### src/rtl/sobel_pkg.sv
// sobel_pkg: shared types and helpers for the Sobel window buffer slice.
//   state_t       frame-control FSM states
//   WIN_TL..WIN_BR  window element indices, k = row*3 + col, row 0 = oldest line
//   win_lsb()     bit offset of window element k in a packed 9-element window
package sobel_pkg;

  typedef enum logic [1:0] {
    IDLE  = 2'd0,
    RUN   = 2'd1,
    DRAIN = 2'd2,
    DONE  = 2'd3
  } state_t;

  localparam int WIN_TL = 0;
  localparam int WIN_TC = 1;
  localparam int WIN_TR = 2;
  localparam int WIN_ML = 3;
  localparam int WIN_MC = 4;
  localparam int WIN_MR = 5;
  localparam int WIN_BL = 6;
  localparam int WIN_BC = 7;
  localparam int WIN_BR = 8;

  function automatic int win_lsb(input int k, input int pix_w);
    return k * pix_w;
  endfunction

endpackage

### src/rtl/sobel_window_buf_if.sv
// sobel_window_buf_if: pixel-in / window-out streaming handshake.
//   in_valid/in_ready/in_pix        raster-order pixel stream
//   out_valid/out_ready             window handshake
//   out_win                         9 packed pixels, element k at [k*PIX_W +: PIX_W]
//   out_x/out_y                     window centre coordinates
// master = pixel source / window sink, slave = window generator.
interface sobel_window_buf_if #(
  parameter int PIX_W = 4,
  parameter int IMG_W = 32,
  parameter int IMG_H = 32
);
  localparam int XW = $clog2(IMG_W);
  localparam int YW = $clog2(IMG_H);

  logic                 in_valid;
  logic                 in_ready;
  logic [PIX_W-1:0]     in_pix;
  logic                 out_valid;
  logic                 out_ready;
  logic [9*PIX_W-1:0]   out_win;
  logic [XW-1:0]        out_x;
  logic [YW-1:0]        out_y;

  modport master (
    output in_valid, in_pix, out_ready,
    input  in_ready, out_valid, out_win, out_x, out_y
  );

  modport slave (
    input  in_valid, in_pix, out_ready,
    output in_ready, out_valid, out_win, out_x, out_y
  );
endinterface

### src/rtl/sobel_line_buf.sv
// sobel_line_buf: two line buffers packed into one RAM word per column.
//   clk    rising-edge clock
//   we     write enable
//   addr   column address
//   wdata  {lb1, lb0} to store
//   rdata  {lb1, lb0} at addr, combinational (old contents on a same-cycle write)
// Not reset: the first two rows of every frame overwrite it before it is read
// into a window that is emitted.
module sobel_line_buf #(
  parameter int PIX_W = 4,
  parameter int DEPTH = 32,
  parameter int AW    = $clog2(DEPTH)
) (
  input  logic               clk,
  input  logic               we,
  input  logic [AW-1:0]      addr,
  input  logic [2*PIX_W-1:0] wdata,
  output logic [2*PIX_W-1:0] rdata
);

  logic [2*PIX_W-1:0] mem [DEPTH];

  assign rdata = mem[addr];

  always_ff @(posedge clk) begin
    if (we) mem[addr] <= wdata;
  end

endmodule

### src/rtl/sobel_window_buf.sv
// sobel_window_buf: streaming 3x3 window generator for the Sobel kernel.
//   clk, rst     clock, synchronous active-high reset
//   start        begin a frame (only honoured in IDLE)
//   bus          slave side of sobel_window_buf_if (pixels in, windows out)
//   busy         high whenever the FSM is not IDLE
//   frame_done   one-cycle pulse once the last window of a frame has left
// One window per interior pixel, centre (x-1, y-1) of the accepted pixel (x, y).
module sobel_window_buf
  import sobel_pkg::*;
#(
  parameter int PIX_W = 4,
  parameter int IMG_W = 32,
  parameter int IMG_H = 32
) (
  input  logic clk,
  input  logic rst,
  input  logic start,
  sobel_window_buf_if.slave bus,
  output logic busy,
  output logic frame_done
);

  localparam int XW = $clog2(IMG_W);
  localparam int YW = $clog2(IMG_H);
  localparam logic [XW-1:0] X_LAST = XW'(IMG_W - 1);
  localparam logic [YW-1:0] Y_LAST = YW'(IMG_H - 1);

  state_t               state, state_nxt;
  logic [XW-1:0]        x;
  logic [YW-1:0]        y;
  logic                 rdy, acc, last_px, emit;
  logic [2*PIX_W-1:0]   lb_rd;
  // Middle and right columns of the current window, index row*2 + col.
  // The left column is never needed: it falls out on the next shift.
  logic [PIX_W-1:0]     tail_p0 [6];
  logic [PIX_W-1:0]     win_nxt [9];
  logic [9*PIX_W-1:0]   win_flat;
  logic                 vld_p1;
  logic [9*PIX_W-1:0]   out_win_p1;
  logic [XW-1:0]        out_x_p1;
  logic [YW-1:0]        out_y_p1;

  assign acc     = bus.in_valid && rdy;
  assign last_px = (x == X_LAST) && (y == Y_LAST);
  assign emit    = acc && (x >= XW'(2)) && (y >= YW'(2));

  assign bus.in_ready  = rdy;
  assign bus.out_valid = vld_p1;
  assign bus.out_win   = out_win_p1;
  assign bus.out_x     = out_x_p1;
  assign bus.out_y     = out_y_p1;

  // lb0 in the low half (previous row), lb1 in the high half (two rows back).
  // Each accept ages the column: old lb0 moves to lb1, the new pixel into lb0.
  sobel_line_buf #(
    .PIX_W (PIX_W),
    .DEPTH (IMG_W),
    .AW    (XW)
  ) u_line_buf (
    .clk   (clk),
    .we    (acc),
    .addr  (x),
    .wdata ({lb_rd[PIX_W-1:0], bus.in_pix}),
    .rdata (lb_rd)
  );

  always_ff @(posedge clk) begin
    if (rst) state <= IDLE;
    else     state <= state_nxt;
  end

  always_comb begin
    state_nxt = state;
    case (state)
      IDLE:    if (start) state_nxt = RUN;
      RUN:     if (acc && last_px) state_nxt = DRAIN;
      DRAIN:   if (!vld_p1 || bus.out_ready) state_nxt = DONE;
      DONE:    state_nxt = IDLE;
      default: state_nxt = IDLE;
    endcase
  end

  always_comb begin
    rdy        = (state == RUN) && (!vld_p1 || bus.out_ready);
    busy       = (state != IDLE);
    frame_done = (state == DONE);
  end

  always_ff @(posedge clk) begin
    if (rst) begin
      x <= '0;
      y <= '0;
    end else if (state == IDLE && start) begin
      x <= '0;
      y <= '0;
    end else if (acc) begin
      if (x == X_LAST) begin
        x <= '0;
        y <= (y == Y_LAST) ? '0 : y + 1'b1;
      end else begin
        x <= x + 1'b1;
      end
    end
  end

  // Stage 0: shift the window left, new right column from line buffers + input
  always_comb begin
    for (int k = 0; k < 9; k++) win_nxt[k] = '0;
    for (int r = 0; r < 3; r++) begin
      win_nxt[r*3]     = tail_p0[r*2];
      win_nxt[r*3 + 1] = tail_p0[r*2 + 1];
    end
    win_nxt[WIN_TR] = lb_rd[2*PIX_W-1:PIX_W];
    win_nxt[WIN_MR] = lb_rd[PIX_W-1:0];
    win_nxt[WIN_BR] = bus.in_pix;
  end

  always_comb begin
    win_flat = '0;
    for (int k = 0; k < 9; k++) win_flat[win_lsb(k, PIX_W) +: PIX_W] = win_nxt[k];
  end

  always_ff @(posedge clk) begin
    if (rst) begin
      for (int i = 0; i < 6; i++) tail_p0[i] <= '0;
    end else if (acc) begin
      for (int r = 0; r < 3; r++) begin
        tail_p0[r*2]     <= win_nxt[r*3 + 1];
        tail_p0[r*2 + 1] <= win_nxt[r*3 + 2];
      end
    end
  end

  // Stage 1: output register, held while the consumer stalls
  always_ff @(posedge clk) begin
    if (rst) begin
      vld_p1     <= 1'b0;
      out_win_p1 <= '0;
      out_x_p1   <= '0;
      out_y_p1   <= '0;
    end else if (emit) begin
      vld_p1     <= 1'b1;
      out_win_p1 <= win_flat;
      out_x_p1   <= x - XW'(1);
      out_y_p1   <= y - YW'(1);
    end else if (vld_p1 && bus.out_ready) begin
      vld_p1 <= 1'b0;
    end
  end

endmodule

### src/flat_wrapper.sv
// flat-port wrapper written by rule: the top's interface ports become plain ports
module sobel_window_buf_flat import sobel_pkg::*;
#(
  parameter int PIX_W = 4,
  parameter int IMG_W = 32,
  parameter int IMG_H = 32
)
  (clk, rst, start, busy, frame_done, bus_in_valid, bus_in_pix, bus_out_ready, bus_in_ready, bus_out_valid, bus_out_win, bus_out_x, bus_out_y);
  sobel_window_buf_if #(.PIX_W(PIX_W), .IMG_W(IMG_W), .IMG_H(IMG_H)) bus_i ();
  input  logic clk;
  input  logic rst;
  input  logic start;
  output logic busy;
  output logic frame_done;
  input wire logic [$bits(bus_i.in_valid)-1:0] bus_in_valid;
  input wire logic [$bits(bus_i.in_pix)-1:0] bus_in_pix;
  input wire logic [$bits(bus_i.out_ready)-1:0] bus_out_ready;
  output wire logic [$bits(bus_i.in_ready)-1:0] bus_in_ready;
  output wire logic [$bits(bus_i.out_valid)-1:0] bus_out_valid;
  output wire logic [$bits(bus_i.out_win)-1:0] bus_out_win;
  output wire logic [$bits(bus_i.out_x)-1:0] bus_out_x;
  output wire logic [$bits(bus_i.out_y)-1:0] bus_out_y;
  assign bus_i.in_valid = bus_in_valid;
  assign bus_i.in_pix = bus_in_pix;
  assign bus_i.out_ready = bus_out_ready;
  assign bus_in_ready = bus_i.in_ready;
  assign bus_out_valid = bus_i.out_valid;
  assign bus_out_win = bus_i.out_win;
  assign bus_out_x = bus_i.out_x;
  assign bus_out_y = bus_i.out_y;
  sobel_window_buf #(.PIX_W(PIX_W), .IMG_W(IMG_W), .IMG_H(IMG_H)) u_core (.clk(clk), .rst(rst), .start(start), .bus(bus_i), .busy(busy), .frame_done(frame_done));
endmodule
### config.mk
export PLATFORM = sky130hd
export DESIGN_NAME = sobel_window_buf_flat
export DESIGN_NICKNAME = d
export VERILOG_FILES = /design/src/rtl/sobel_pkg.sv /design/src/rtl/sobel_window_buf_if.sv /design/src/rtl/sobel_line_buf.sv /design/src/rtl/sobel_window_buf.sv /design/src/flat_wrapper.sv
export SDC_FILE = /design/constraint.sdc
export NUM_CORES = 1
export LEC_CHECK = 0
export ABC_AREA = 0
export CAP_MARGIN = 10
export CORE_MARGIN = 3
export CORE_UTILIZATION = 50
export CTS_CLUSTER_DIAMETER = 100
export DETAILED_ROUTE_END_ITERATION = 10
export PLACE_DENSITY = 0.68
export SLEW_MARGIN = 20
export SYNTH_ARGS = -nofsm -noshare
export SYNTH_HDL_FRONTEND = slang
export SYNTH_SLANG_ARGS = --single-unit
export TNS_END_PERCENT = 50
### constraint.sdc
create_clock -name clk -period 5 [get_ports clk]
set_input_delay 1.5 -clock clk [delete_from_list [all_inputs] [get_ports clk]]
set_output_delay 1.5 -clock clk [all_outputs]
set_load 0.01 [all_outputs]
==> impl_summary.txt <==
----------------------------------------------------
[Power]
  Leakage power summed over all cells ... 0.004929 µW
  Highest ir drop seen on vdd ... 0.3095 mV
  Power Density ... 412.2 mW/mm²

[Layout]
  Synth-to-Final Area Change ... 15.28%
  Total inserted antenna cells ... 0
  Non-filler instance count after layout ... 1356
  Commonest non-fill, non-tap cell in the layout ... edfxtp_1
  Commonest cells after routing, fill and taps aside ... edfxtp_1 (280), mux2i_1 (131), a21oi_1 (73)
  Share of final-layout standard cells stronger than drive strength 1 ... 9.500%
  Nets ... 1018

[Outcome]
  Run status ... completed

[Synth]
  Post-synthesis instance total ... 932
  Proportion of synthesized chip area in sequential cells ... 71.10%
  Synthesis-stage register bit count ... 344
  Warnings, synthesis ... 0
  Post-Synthesis Mean Instance Area ... 14.62 µm²
  Netlist Area Pre-Place ... 0.01363 mm²
  Synth unique cells ... 39
  Net count of the mapped netlist ... 955

[Clocking]
  CTS-repair resized insts ... 0
  Post-CTS Hold Buffers ... 0
  Insertion delay of the later-clocked pin in the worst-skew pair ... 0.52 ns
  Clk slew on worst S/H paths ... 0.05 ns
  Number of buffers created by CTS ... 36
  Maximum clock insertion buffer count ... 3
  CTS sink cnt ... 344
  CTS Root Cell ... clkbuf_16
  Deepest level of the CTS H-tree ... 2
  CTS tree ... yes
  Total setup buffers inserted after CTS ... 0

[Detailed routing]
  Drt wl/cell ... 21.27 µm
  Total vias in the final route ... 7700
  Antenna violation net count after detailed routing ... 0
  DRC ... 0
  Wire length reported by the detailed router ... 28850 µm
  Avg Vias per Cell ... 5.678
  Iteration-0 DRC count of the detailed router ... 808
  Detailed Routing Iterations Pass 1 ... 5

[Global route]
  Initial antenna violation count ... 0
  Remaining Overflow, GRT ... 0
  Vias in the first global route ... 7515
  Maximum number of pins on one net before global-route repair ... 58
  Wire length of the first global-routing pass ... 44140 µm
  Overall Global Routing Usage ... 19.86%

[Flow run]
  Number of maximum-capacitance constraint violations ... 0

[Die]
  Initial cell density of the core ... 51.57%
  Floorplan core area ... 0.02643 mm²
  Number of placed I/O pins ... 59
  Placement Rows ... 59
  Width of the die ... 171.1 µm
  Floorplan die area ... 0.02927 mm²
  Vertical die dimension ... 171.1 µm

[Setup path]
  Data required time of the critical path ... 3.50 ns
  Crit path max-delay cell type ... clkdlybuf4s50_1
  Worst setup slack for register-to-register paths ... 1.45 ns
  Series of cell instances along the critical path ... clkdlybuf4s50_1 -> nand2b_1 -> inv_1 -> nor2_1 -> clkdlybuf4s50_1
  Maximum fanout along the worst path ... 7
  R2r worst-path depth ... 6
  Element type at the critical path start ... primary input
  Cell mode on critical path ... clkdlybuf4s50_1
  Endpoint of the worst register-to-register path ... u_core.u_line_buf.mem[23][6]
  Worst EP arrival ... 2.91 ns
  Critical path class ... in -> out
  Highest cell delay on the worst timing path ... 0.54 ns
  Kind of end point of the critical path ... output port

[STA]
  Final Worst Setup Slack ... 0.5872 ns
  Worst rel slew slack ... 23.52%
  Number of endpoints with negative hold slack in the final report ... 0
  Final worst path period share ... 88.26%
  Final count of negative-setup-slack endpoints ... 0
  RSZ-0062 raised after global routing ... false
  Setup TNS ... 0 ns
  Setup skew after layout ... 0.02830 ns
  Worst hold slack ... 0.4523 ns
  Highest attainable clock frequency ... 226.6 MHz
  Final Max Tran Viols ... 0
  Measured slew at the worst slew-check pin ... 1.146 ns
  Shortest period the worst path allows ... 4.413 ns

[Placement]
  IO Port Bufs ... 58
  Routability cong. ... 0.8418
  Number of placed cells counting well taps ... 1292
  Worst Setup Slack post-DPL ... 0.6150 ns
  Post-detailed-placement half-perimeter wirelength ... 17870 µm

[Hold path]
  Worst hold path class ... reg -> reg
  Launch point of the worst hold path ... u_core.bus.out_win[30]
  Hold Crit Endpoint ... u_core.bus.out_win[30]
  Worst hold path cell count ... 2

----------------------------------------------------
-- cell families (layout without fill, tap and decap cells) --
kind of cell	Yosys count	after routing	share of synthesized area [%]
AO/OA/AOI/OAI	161	161	7.749
XOR/XNOR	6	6	0.3856
adder cells (fa/ha/maj)	14	14	1.285
buffers and inverters	72	161	2.855
flip-flops	344	344	71.10
multiplexers	131	131	9.622
AND/OR/NAND/NOR	204	204	7.005
-- final cells by class --
type,count,area [µm²]
Clock buffer,44,930.9
Clock inverter,20,255.2
Fill cell,2017,10720
Inverter,14,52.55
Multi-Input combinational cell,516,3563
Sequential cell,344,9693
Tap cell,335,419.2
Timing Repair Buffer,83,795.8
-- critical path, delay by kind of cell --
family,cells,cell delay (ns)
buf+inv,3,1.09
simple gates,2,0.32
-- state kept, by name, summed over array words and instances (netlist names), named ones only --
| signal | cells |
|---|---|
| u_core.state | 2 |
| u_core.x | 5 |
| u_core.bus.out_x | 5 |
| u_core.bus.out_valid | 1 |
| u_core.u_line_buf.mem | 256 |
| u_core.tail_p0 | 24 |
| u_core.bus.out_y | 5 |
| u_core.y | 5 |
| u_core.bus.out_win | 36 |
-- power breakdown --
group | internal [µW] | leakage [µW] | total [µW] | switching (µW)
logic | 157 | 0.00128 | 524 | 368
clock network | 1640 | 0.000577 | 2670 | 1030
registers | 3250 | 0.00307 | 3280 | 33.3
total | 5040 | 0.00493 | 6480 | 1430
-- worst max-delay path by stage --
stage / start / to / slack [ns] / cells after the start
floorplan: bus_out_ready / bus_in_ready / 1.57 / 4
global placement: bus_out_ready / bus_in_ready / 0.59 / 5
detailed placement: bus_out_ready / bus_in_ready / 0.62 / 5
CTS: bus_out_ready / bus_in_ready / 0.60 / 5
global route: bus_out_ready / bus_in_ready / 0.48 / 5
finish: bus_out_ready / bus_in_ready / 0.59 / 5
-- metrics by stage --
stage               total power, µW  area, µm²  utilization, %
floorplan                      3639      13630               -
global placement               3851      14530           54.97
detailed placement             3863      14530           54.98
CTS                            6526      15720           59.46
global route                   6703      15710           59.45
finish                         6475      15710           59.45
-- Yosys cell counts (all sizes together) --
master / instances / area, µm²
mux2i: 131 / 1311
buf: 29 / 224.0
nand2b: 7 / 43.79
and2: 17 / 106.4
nand3: 6 / 30.03
xnor2: 4 / 35.03
a221oi: 1 / 8.760
nor3: 7 / 35.03
a41oi: 1 / 8.760
or3b: 2 / 17.52
and3: 3 / 18.77
or4: 11 / 101.3
nand3b: 3 / 22.52
ha: 14 / 175.2
edfxtp: 280 / 8408
a21o: 1 / 7.510
xor2: 2 / 17.52
a22oi: 64 / 480.5
a211oi: 15 / 152.6
or2: 1 / 6.260
nor2: 69 / 259.0
dfxtp: 64 / 1281
clkbuf: 29 / 112.6
nand2: 71 / 266.5
or4b: 1 / 10.01
nor2b: 2 / 12.51
a21oi: 73 / 365.4
inv: 14 / 52.55
o21ai: 4 / 20.02
nand4: 2 / 12.51
or3: 2 / 12.51
a31oi: 2 / 12.51
-- routing by layer --
layer | track usage (%) | routed length, µm
met3 | 2.957 | 1573
met2 | 31.55 | 13820
met4 | 5.878 | 725
met1 | 28.80 | 12730
met5 | 0 | 0
No activity file was read; power rests on OpenSTA's default activity.
